## config.mk

```make
export PLATFORM = sky130hd
export DESIGN_NAME = mem_access_unit
export DESIGN_NICKNAME = d
export VERILOG_FILES = /design/src/rtl/mem_access_unit.sv
export SDC_FILE = /design/constraint.sdc
export NUM_CORES = 1
export LEC_CHECK = 0
export ABC_AREA = 1
export CORE_ASPECT_RATIO = 0.9
export CORE_MARGIN = 2
export CORE_UTILIZATION = 25
export DETAILED_ROUTE_END_ITERATION = 12
export PLACE_DENSITY_LB_ADDON = 0.12
export SYNTH_ARGS = -nofsm -noshare
export SYNTH_HDL_FRONTEND = slang
export SYNTH_SLANG_ARGS = --single-unit
```

## constraint.sdc

```tcl
create_clock -name clock -period 2.55 [get_ports clock]
set_input_delay 0.51 -clock clock [delete_from_list [all_inputs] [get_ports clock]]
set_output_delay 0.51 -clock clock [all_outputs]
set_load 0.05 [all_outputs]
```

## src/rtl/mem_access_unit.sv

```systemverilog
// rtl/mem_access_unit.sv - MEM-stage load/store unit driving an SRAM-like req/addr_ok/data_ok bus
// One bus transaction per memory instruction; stalls the front of the pipe until data_ok arrives.
module mem_access_unit #(
    parameter logic [5:0] EXC_ADEL = 6'h04,
    parameter logic [5:0] EXC_ADES = 6'h05
) (
    input  logic        clock,
    input  logic        reset,
    input  logic [4:0]  stall,
    input  logic [31:0] input_inst,
    input  logic [31:0] input_write_data,
    input  logic [31:0] input_mem_acess_addr,
    input  logic [31:0] input_mem_write_data,
    input  logic        input_exr_valid,
    input  logic [5:0]  input_exr_type,
    input  logic [31:0] input_exr_a0,
    output logic        stall_req,
    output logic        data_req,
    output logic        data_wr,
    output logic [1:0]  data_size,
    output logic [31:0] data_addr,
    output logic [31:0] data_wdata,
    input  logic        data_addr_ok,
    input  logic [31:0] data_rdata,
    input  logic        data_data_ok,
    output logic [31:0] output_write_data,
    output logic        output_exr_valid,
    output logic [5:0]  output_exr_type,
    output logic [31:0] output_exr_a0
);

    typedef enum logic [1:0] {S_IDLE, S_REQ, S_WAIT, S_DONE} state_t;

    state_t      r_state;
    state_t      w_next;
    logic [31:0] r_result;

    logic [5:0]  w_op;
    logic        w_is_load;
    logic        w_is_store;
    logic        w_signed;
    logic [1:0]  w_size;
    logic        w_misaligned;
    logic        w_go;
    logic        w_req;
    logic        w_stall;
    logic        w_complete;
    logic [7:0]  w_byte;
    logic [15:0] w_half;
    logic [31:0] w_load_val;
    logic [31:0] w_wdata;
    logic        w_unused;

    assign w_op     = input_inst[31:26];
    assign w_unused = &{1'b0, stall[3:0], input_inst[25:0]};

    always_comb begin
        w_is_load  = 1'b0;
        w_is_store = 1'b0;
        w_signed   = 1'b0;
        w_size     = 2'd0;
        case (w_op)
            6'h20: begin w_is_load  = 1'b1; w_signed = 1'b1; w_size = 2'd0; end
            6'h21: begin w_is_load  = 1'b1; w_signed = 1'b1; w_size = 2'd1; end
            6'h23: begin w_is_load  = 1'b1; w_size = 2'd2; end
            6'h24: begin w_is_load  = 1'b1; w_size = 2'd0; end
            6'h25: begin w_is_load  = 1'b1; w_size = 2'd1; end
            6'h28: begin w_is_store = 1'b1; w_size = 2'd0; end
            6'h29: begin w_is_store = 1'b1; w_size = 2'd1; end
            6'h2B: begin w_is_store = 1'b1; w_size = 2'd2; end
            default: ;
        endcase
    end

    assign w_misaligned = (w_is_load | w_is_store) &
                          (((w_size == 2'd1) & input_mem_acess_addr[0]) |
                           ((w_size == 2'd2) & (input_mem_acess_addr[1:0] != 2'b00)));
    assign w_go = (w_is_load | w_is_store) & ~w_misaligned & ~input_exr_valid;

    // Little-endian lane pick from the read word, then sign/zero extension
    assign w_byte = data_rdata[{input_mem_acess_addr[1:0], 3'b000} +: 8];
    assign w_half = input_mem_acess_addr[1] ? data_rdata[31:16] : data_rdata[15:0];

    always_comb begin
        w_load_val = data_rdata;
        if (w_size == 2'd0)
            w_load_val = {{24{w_signed & w_byte[7]}}, w_byte};
        else if (w_size == 2'd1)
            w_load_val = {{16{w_signed & w_half[15]}}, w_half};
    end

    always_comb begin
        w_wdata = input_mem_write_data;
        if (w_size == 2'd0)
            w_wdata = {4{input_mem_write_data[7:0]}};
        else if (w_size == 2'd1)
            w_wdata = {2{input_mem_write_data[15:0]}};
    end

    always_comb begin
        w_next     = r_state;
        w_req      = 1'b0;
        w_complete = 1'b0;
        case (r_state)
            S_IDLE, S_REQ: begin
                if (w_go || r_state == S_REQ) begin
                    w_req = 1'b1;
                    if (data_addr_ok && data_data_ok)
                        w_complete = 1'b1;
                    else if (data_addr_ok)
                        w_next = S_WAIT;
                    else
                        w_next = S_REQ;
                end
            end
            S_WAIT: w_complete = data_data_ok;
            S_DONE: if (!stall[4]) w_next = S_IDLE;
            default: w_next = S_IDLE;
        endcase
        if (w_complete)
            w_next = stall[4] ? S_DONE : S_IDLE;
        w_stall = (w_req | (r_state == S_WAIT)) & ~w_complete;
    end

    always_ff @(posedge clock) begin
        if (reset) begin
            r_state  <= S_IDLE;
            r_result <= 32'd0;
        end else begin
            r_state <= w_next;
            if (w_complete && w_is_load)
                r_result <= w_load_val;
        end
    end

    // Everything is forced quiet while reset is high so the bus never sees a stray request
    always_comb begin
        stall_req         = 1'b0;
        data_req          = 1'b0;
        data_wr           = 1'b0;
        data_size         = 2'd0;
        data_addr         = 32'd0;
        data_wdata        = 32'd0;
        output_write_data = 32'd0;
        output_exr_valid  = 1'b0;
        output_exr_type   = 6'd0;
        output_exr_a0     = 32'd0;
        if (!reset) begin
            stall_req = w_stall;
            data_req  = w_req;
            if (w_req) begin
                data_wr    = w_is_store;
                data_size  = w_size;
                data_addr  = input_mem_acess_addr;
                data_wdata = w_wdata;
            end
            if (w_is_load)
                output_write_data = w_complete ? w_load_val : r_result;
            else
                output_write_data = input_write_data;
            if (input_exr_valid) begin
                output_exr_valid = 1'b1;
                output_exr_type  = input_exr_type;
                output_exr_a0    = input_exr_a0;
            end else if (w_misaligned) begin
                output_exr_valid = 1'b1;
                output_exr_type  = w_is_store ? EXC_ADES : EXC_ADEL;
                output_exr_a0    = input_mem_acess_addr;
            end
        end
    end

endmodule

```

# Word level (Yosys, flattened, before mapping)
# Index checks and enable logic that the tools add are counted.
[totals]
ff_bits = 34
out_inout_bits = 140
in_bits = 208
wordCells = 91
[op_classes]
n_reduce_logical = 14
shift = 1
eq_ne = 16
muxes = 44
bitwise = 14
[ops]
columns = ["operator", "n"]
rows = [
  ["2-to-1 mux 32 bit", 14],
  ["== test 6 bit (second input constant)", 8],
  ["variable part select 32 x 6 -> 8 bit", 1],
  ["2-to-1 mux 16 bit", 1],
  ["2-to-1 mux 2 bit", 8],
  ["2-to-1 mux 1 bit", 15],
  ["2-to-1 mux 6 bit", 2],
  ["!= test 3 bit (second input constant)", 3],
  ["bitwise AND 1 bit", 8],
  ["case mux 2 bit (2 select lines)", 2],
  ["== test 2 bit (second input constant)", 3],
  ["OR reduction 2 bit", 3],
  ["OR reduction 3 bit", 2],
  ["OR reduction 5 bit", 1],
  ["== test 2 x 1 -> 1 bit (second input constant)", 2],
  ["zero test 2 bit", 2],
  ["AND reduction 4 bit", 1],
  ["2-to-1 mux 3 bit", 1],
  ["NOT 1 bit", 3],
  ["OR 1 bit", 3],
  ["nonzero test 3 bit", 1],
  ["logical AND 1 bit", 2],
  ["case mux 1 bit (2 select lines)", 1],
  ["nonzero test 2 bit", 1],
  ["logical OR 1 bit", 1],
]

# Longest topological paths before layout
# Gate-level depths: netlist of run 1.
[logic_depth]
depth_word = 16
mapped_depth = 14

# Worst setup path after synthesis of run 1
# Ideal clock, no wire load.
[synth_path]
path_kind = "input -> output"
start = "input input_inst[30]"
end = "output data_wdata[15]"
arrival_time_ps = 2948
setup_slack_ps = -908
path_stages = 11
t_required_ps = 2040
cell_sequence = "inv_2 -> nand2_1 -> nor2_1 -> nand2_1 -> a21oi_1 -> nand2_1 -> nand2_2 -> nand3_2 -> inv_1 -> nand2_1 -> o21ai_0"
[synth_between]
elab_chain_len = 15
word_cells_on_any_way = 32
cone_classes = "10 x eq/ne; 8 x mux; 8 x bitwise; 6 x reduce/logical"
[synth_lines]
columns = ["element", "line_no", "rtl"]
rows = [
  ["from (decl)", "10", "input logic [31:0] input_inst,"],
  ["== test 6 bit", "62", "case (w_op)"],
  ["OR reduction 3 bit (no source line) / OR reduction 2 bit (equally long branches)", "-", ""],
  ["case mux 2 bit (2 select lines)", "62", ""],
  ["== test 2 x 1 -> 1 bit / == test 2 bit (equally long branches)", "76, 77", ""],
  ["bitwise AND 1 bit (on tied branches)", "76, 77", ""],
  ["OR 1 bit", "76", "(((w_size == 2'd1) & input_mem_acess_addr[0]) |"],
  ["bitwise AND 1 bit", "75", "assign w_misaligned = (w_is_load | w_is_store) &"],
  ["NOT 1 bit", "78", "assign w_go = (w_is_load | w_is_store) & ~w_misaligned & ~input_exr_valid;"],
  ["bitwise AND 1 bit (2 in series)", "78", ""],
  ["logical OR 1 bit", "106", "if (w_go || r_state == S_REQ) begin"],
  ["2-to-1 mux 1 bit", "106", ""],
  ["2-to-1 mux 1 bit", "104", "case (r_state)"],
  ["2-to-1 mux 32 bit *", "151", "if (w_req) begin"],
  ["2-to-1 mux 32 bit *", "148", "if (!reset) begin"],
  ["to (decl)", "22", "output logic [31:0] data_wdata,"],
]
# Mark *: on every way between the ends. The rest lies on a longest branch, timed or not.

# Worst setup path in the final report of run 1
[layout_path]
start = "input input_inst[30]"
end = "output output_write_data[29]"
[layout_between]
elab_chain_len = 16
word_cells_on_any_way = 38
cone_classes = "10 x eq/ne; 11 x mux; 10 x bitwise; 7 x reduce/logical"
[layout_lines]
columns = ["element", "line_no", "rtl"]
rows = [
  ["== test 6 bit", "62", ""],
  ["OR reduction 3 bit (no source line) / OR reduction 2 bit (equally long branches)", "-", ""],
  ["case mux 2 bit (2 select lines)", "62", ""],
  ["== test 2 x 1 -> 1 bit / == test 2 bit (equally long branches)", "76, 88, 77", ""],
  ["bitwise AND 1 bit (on tied branches)", "76, 77", ""],
  ["OR 1 bit", "76", ""],
  ["bitwise AND 1 bit", "75", ""],
  ["NOT 1 bit", "78", ""],
  ["bitwise AND 1 bit (2 in series)", "78", ""],
  ["logical OR 1 bit", "106", ""],
  ["2-to-1 mux 1 bit", "106", ""],
  ["case mux 1 bit (2 select lines)", "104", ""],
  ["2-to-1 mux 32 bit", "158", "output_write_data = w_complete ? w_load_val : r_result;"],
  ["2-to-1 mux 32 bit *", "157", "if (w_is_load)"],
  ["2-to-1 mux 32 bit *", "148", ""],
  ["to (decl)", "26", "output logic [31:0] output_write_data,"],
]
# Marks and branches as above.

==> results of run 1 <==
==> critical path: cells and delay by family <==
family / cells / cell delay, ns
AO/OA/AOI/OAI: 1 / 0.13
buffers and inverters: 8 / 0.82
AND/OR/NAND/NOR: 10 / 0.83
==> cells by family (layout without fill, tap and decap cells) <==
group | count (synthesis) | count (layout)
AND/OR/NAND/NOR | 454 | 454
buffers and inverters | 198 | 604
AO/OA/AOI/OAI | 187 | 188
flip-flops | 34 | 34
other | 0 | 2
==> flip-flops by register name, indices dropped and copies added (netlist names) <==
register,flops
r_state,2
r_result,32
==> per-stage QoR <==
stage / power (W) / cell area (um2) / setup WS [ns]
after detailed placement: 0.00385 / 11000 / -0.924
after global placement: 0.00384 / 11000 / -0.895
after CTS: 0.00481 / 12200 / -0.206
after floorplan: 0.00221 / 5480 / -0.509
after global routing: 0.00520 / 12900 / -0.347
final: 0.00501 / 12900 / -0.256
==> worst max path at each step <==
stage / to / start / depth (start not counted) / slack (ns)
final: output_write_data[29] / input_inst[30] / 19 / -0.26
after global routing: data_wdata[31] / input_inst[30] / 15 / -0.35
after CTS: output_write_data[23] / input_inst[30] / 19 / -0.21
after detailed placement: output_write_data[18] / input_inst[30] / 12 / -0.92
after global placement: output_write_data[10] / input_inst[30] / 12 / -0.90
after floorplan: data_wdata[31] / input_inst[30] / 11 / -0.51
==> placed cells by master (no fill, tap or decap), drive strengths merged <==
master and instances:
bufbuf 1, o21ai 55, nor2 120, nand2 212
o22ai 1, o21a 1, nand4 2, diode 2
clkinvlp 1, dlygate4sd2 5, nor4 1, clkdlybuf4s15 2
clkbuf 11, o211ai 1, a31oi 11, or2 9
a221oi 7, clkdlybuf4s50 163, dfxtp 34, a21oi 111
buf 287, inv 134, nand3 110, o41ai 1
==> per-layer routing <==
metal / share of wire [%] / vias to the layer above / GRT usage [%]
li1: - / 3610 / -
met5: 0 / - / 0
met1: 38 / 3462 / 32.9
met4: 3.4 / 0 / 9.65
met2: 50 / 314 / 49.8
met3: 8.6 / 64 / 8.00
==> cell type report <==
cell class	instances	share of cell area [%]
repair buffers	462	48.4
inverters	134	4.23
multi-input cells	642	38.6
clock buffers	7	1.03
diodes	2	0.0388
repair inverters	1	0.0873
flip-flops and latches	34	5.28
well taps	240	2.33
==> power by group through the flow <==
stage / clock [W] / combinational [W] / sequential (W)
2_1_floorplan: 0 / 0.00164 / 0.000571
3_3_place_gp: 0 / 0.00327 / 0.000574
3_5_place_dp: 0 / 0.00328 / 0.000575
4_1_cts: 0.000589 / 0.00366 / 0.000564
5_1_grt: 0.000614 / 0.00402 / 0.000566
6_report: 0.000587 / 0.00386 / 0.000566
==> repair_timing <==
action	CTS	global route
gates cloned	11	2
pin swaps	86	65
setup buffers	28	9
resized for setup	223	122
setup endpoints to repair	160	134
==> metrics, run 1 <==
outcome finished, violations left; failing checks negative setup slack; Max Freq roughly 0.36 GHz; initial antenna violation count 2; Worst Hold Path EP r_result[10]$_SDFFE_PP0P_; final hold slack around 0.46 ns; core area ~0.017 mm2; Compound-Gate Fraction of Synth Area between 20% and 30%; clk_lat worst skew between 0.2 and 0.3 ns; endpoints failing setup roughly 130; R2R Path End r_result[13]$_SDFFE_PP0P_; element type at the critical path end primary output; final worst setup slack -0.256 ns; largest net degree at the start of global routing 65; largest family of logic cells by synthesized area simple AND/OR/NAND/NOR gates; post-synthesis cell count roughly 870; HPWL Detailed between 15000 and 20000 um; area share of fa/ha/maj cells after synthesis 0%; post-synthesis mux area share 0%; main flop type after synthesis dfxtp_1; DR WL/cell 18.1 um; H-tree levels 2; Worst EP required 2.04 ns; FF+latch area 681 um2; logic gate share of total power 77.0%; Core Rows 46; CP most frequent cell nand2_4; Seq cells post-synth 34; chip height between 100 and 150 um; top cell type by total area after synthesis nand2_1; Slew Limit Fails 0; DRC 0; unrepaired setup endpoints after global routing yes; Mapped Nets around 1100; final hold vios 0; worst r2r src r_state[1]$_SDFFE_PP0P_; die area roughly 0.019 mm2; synth top area cells nand2_1, dfxtp_1, a21oi_1, nand3_1, inv_1; clk_skew between 0.003 and 0.004 ns; Avg Vias per Cell 4.89; net switching power approximately 0.0023 W; R2R Setup Slk between 0.6 and 0.7 ns; hold depth 2; power density cells 388 mW/mm2; XOR/XNOR share of the synthesized area 0%; reg2reg path depth 12; Tcrit/Tclk final 110%; Post-Route WL roughly 28000 um; hold path start r_result[10]$_SDFFE_PP0P_; Distinct cells, synth 30; fill count ~1300; max capacitance violation total 0; synthesized area between 0.004 and 0.005 mm2; area occupied by multi-input gates between 0.004 and 0.005 mm2; CTS tree built; Area Overhead vs Synth 191%; Synth Area in Simple Gates ~44%; CP max FO 8; worst rel slew slack a little over two thirds; Crit Path Category in2out; Synth warnings 0; Commonest cells post-synth nand2_1, inv_1, nor2_1; Worst-path clk slew 0.05 ns; Initial Util about a quarter; Clk pwr share a little under an eighth; TNS Setup -13.73 ns; Crit path arrival time roughly 2.3 ns; crit start category input port; sequential power share a little under an eighth; top-count cell post-synth nand2_1; top-area cell type share of the netlist area about 17%; drt pass-1 iters 7; slowest stage delay, CP roughly 0.16 ns; vias in the first global route between 7000 and 8000; I/O pins around 350; Worst Hold Class reg2reg; fin util around three quarters; sw frac between 40% and 50%; CTS root buf clkbuf_16; register area share after synthesis between 15 and 20%; CP cell instances buf_12 > inv_16 > nand3_4 > nor2_8 > nand2_4 > nand2_4 > nand2_4 > nand2_4 > nand2_4 > nand3_4 > buf_6 > buf_6 > buf_12 > buf_16 > nand3_2 > nand2_2 > inv_2 > a21oi_4 > buf_12; Port Buf Inserts 317; ys async rst share 0%; number of synthesized flops with an enable pin 0; routed via count about 7500; grt ovf 0; cts hold-fix bufs 0; Max clock buf depth 2; layout cell share with drive strength beyond 1 between 40% and 50%; Final min period ~2.8 ns; routability cong. 0.906; Inst Count DP roughly 1500; Overall Global Routing Usage between 20% and 30%; DR iter-0 viols ~390; Internal between 0.002 and 0.003 W; chip width between 100 and 150 um; final antenna-violating net count 0; leakage power roughly 5.2 nW; Max IR drop VDD approximately 0.25 mV; first-pass GRT wire length 40900 um; # clock sinks 34; Final Net Count about 1500; Num CTS Buffers 5; average cell area after synthesis 5.07 um2; non-filler cells in the finished layout between 1500 and 2000; slew at the pin with the worst max-slew slack 0.457 ns; Worst path slowest cell nor2_8
Power figures use the tool's default switching activity.
==> run 2, diff against run 1 <==
--- a/config.mk
+++ b/config.mk
@@ -10,7 +10,10 @@
 export CORE_MARGIN = 2
 export CORE_UTILIZATION = 25
 export DETAILED_ROUTE_END_ITERATION = 12
+export GPL_TIMING_DRIVEN = 0
 export PLACE_DENSITY_LB_ADDON = 0.12
+export RECOVER_POWER = 100
+export SLEW_MARGIN = 20
 export SYNTH_ARGS = -nofsm -noshare
 export SYNTH_HDL_FRONTEND = slang
 export SYNTH_SLANG_ARGS = --single-unit
==> run 2 against run 1 <==
Against the previous run: the flow still finishes with violations (negative setup slack); hold slack better by 0.0021 ns; sequential share of layout area up 0.92 points; clock skew about the same; via count down 4.6%; clock-buffer cell count unchanged; highest routed layer unchanged; power down 14%; clock power up 5.6%; cell area down 15%; register-to-register slack better by 0.04 ns; final cell count down 2.2%; setup slack better by 0.019 ns.
==> metrics, run 2 (synthesized netlist as in run 1, its figures left out) <==
outcome finished, violations left; failing checks negative setup slack; worst rel slew slack between 30% and 40%; Internal 0.00220 W; CTS tree built; Num CTS Buffers 5; commonest non-fill, non-tap cell in the layout nand2_1; Final Net Count between 1000 and 1500; Clk pwr share between 10% and 20%; TNS Setup -14.53 ns; power density cells 393 mW/mm2; sequential power share around an eighth; endpoints failing setup 119; chip width roughly 140 um; Port Buf Inserts around 320; initial antenna violation count 1; largest net degree at the start of global routing 11; crit start category input port; grt ovf 0; Max Freq about 0.36 GHz; leakage power roughly 4.6 nW; Tcrit/Tclk final 109%; first-pass GRT wire length roughly 37000 um; # clock sinks 34; Slew Limit Fails 0; CP max FO 10; max reg flops 32; Avg Vias per Cell roughly 4.8; DRC 0; chip height between 100 and 150 um; most frequent cells in the layout nand2_1, clkdlybuf4s50_1, buf_6; max capacitance violation total 0; logic gate share of total power 72.5%; slew at the pin with the worst max-slew slack approximately 1.0 ns; DR iter-0 viols 476; vias in the first global route ~6700; Max clock buf depth 2; net switching power ~0.0021 W; die area 0.0188 mm2; element type at the critical path end primary output; core area 0.0175 mm2; routed via count ~7000; Post-Route WL between 20000 and 30000 um; Crit Path Category in2out; final antenna-violating net count 0; sw frac roughly half; Final min period about 2.8 ns; largest registers r_result (32), r_state (2); Area Overhead vs Synth 148%; cts hold-fix bufs 0; Worst Hold Class reg2reg; Worst-path clk slew roughly 0.06 ns; Worst EP required a little over 2 ns; final worst setup slack -0.236 ns; H-tree levels 2; HPWL Detailed 19200 um; routability cong. between 0.9 and 1; clk_skew 0.00311 ns; final hold vios 0; clk_lat worst skew ~0.28 ns; I/O pins 348; final hold slack between 0.4 and 0.5 ns; Initial Util about a quarter; layout cell share with drive strength beyond 1 between 40% and 50%; drt pass-1 iters 5; Crit path arrival time 2.28 ns; unrepaired setup endpoints after global routing yes; Max IR drop VDD approximately 0.26 mV; fin util 62.7%; Overall Global Routing Usage 25.1%; Top reg by flops r_result; DR WL/cell 16.9 um; CTS root buf clkbuf_16; Core Rows between 40 and 50
## run 2: cell count changes in the layout (fill, tap and decap cells not counted), sizes merged, moves of 2 or more
| cell | change |
|---|---|
| buf | -67 |
| clkinv | +2 |
| clkdlybuf4s15 | -2 |
| dlygate4sd2 | -3 |
| clkbuf | +38 |
| dlymetal6s2s | +3 |
## run 2: what timing repair did
action | in CTS | in global routing
endpoints found under the setup margin | 172 | 139
gates resized for setup | 1037 | 349
setup buffers | 16 | 28
pin swaps | 53 | 34
gates cloned | 2 | 5
## run 2: power by group through the flow
stage | Combinational (W) | Sequential (W) | Clock, W
2_1_floorplan | 0.00164 | 0.000571 | 0
3_3_place_gp | 0.00251 | 0.000576 | 0
3_5_place_dp | 0.00252 | 0.000576 | 0
4_1_cts | 0.00270 | 0.000565 | 0.000621
5_1_grt | 0.00328 | 0.000567 | 0.000650
6_report | 0.00313 | 0.000565 | 0.000620
## run 2: per-stage QoR
step | std cells | power [W] | cell area (um2) | worst slack (ns)
after floorplan | 873 | 0.00221 | 5480 | -0.509
after global placement | 1429 | 0.00309 | 8940 | -1.84
after detailed placement | 1429 | 0.00309 | 8950 | -1.85
after CTS | 1455 | 0.00388 | 9730 | -0.231
after global routing | 1489 | 0.00450 | 11000 | -0.324
final | 1489 | 0.00431 | 11000 | -0.236
## run 2: critical path: stages
cell	delay [ns]
buf_12	0.11
inv_16	0.05
nand2_8	0.06
nor2_4	0.13
o21ai_4	0.08
buf_4	0.15
inv_1	0.26
buf_2	0.35
nand3_2	0.20
a21oi_4	0.18
buf_6	0.18
## run 2: path summary, 6_finish.rpt
check | startpoint | end | slack [ns] | cells after the start
setup / recovery | input_inst[30] | output_write_data[23] | -0.24 | 11
hold / removal | r_result[16]$_SDFFE_PP0P_ | r_result[16]$_SDFFE_PP0P_ | 0.46 | 2
setup reg to reg | r_state[1]$_SDFFE_PP0P_ | r_result[31]$_SDFFE_PP0P_ | 0.69 | 10
hold reg to reg | r_result[16]$_SDFFE_PP0P_ | r_result[16]$_SDFFE_PP0P_ | 0.46 | 2
## run 2: metal layers
layer	track usage (%)	share of wire, %	up-vias
li1	-	-	3534
met1	31.3	41	3263
met2	44.3	50	286
met3	6.09	8.1	25
met4	4.57	0.99	0
met5	0	0	-
## run 2: layout make-up
type                            instances  area (um2)
Clock buffer                            7         143
Buffer                                 64         627
Clock inverter                          1        5.00
Multi-Input combinational cell        641        4750
Fill cell                            1602        6520
Tap cell                              240         300
Antenna cell                            1        2.50
Inverter                              134         546
Timing Repair Buffer                  366        3910
Sequential cell                        34         681
Timing Repair inverter                  1        16.3
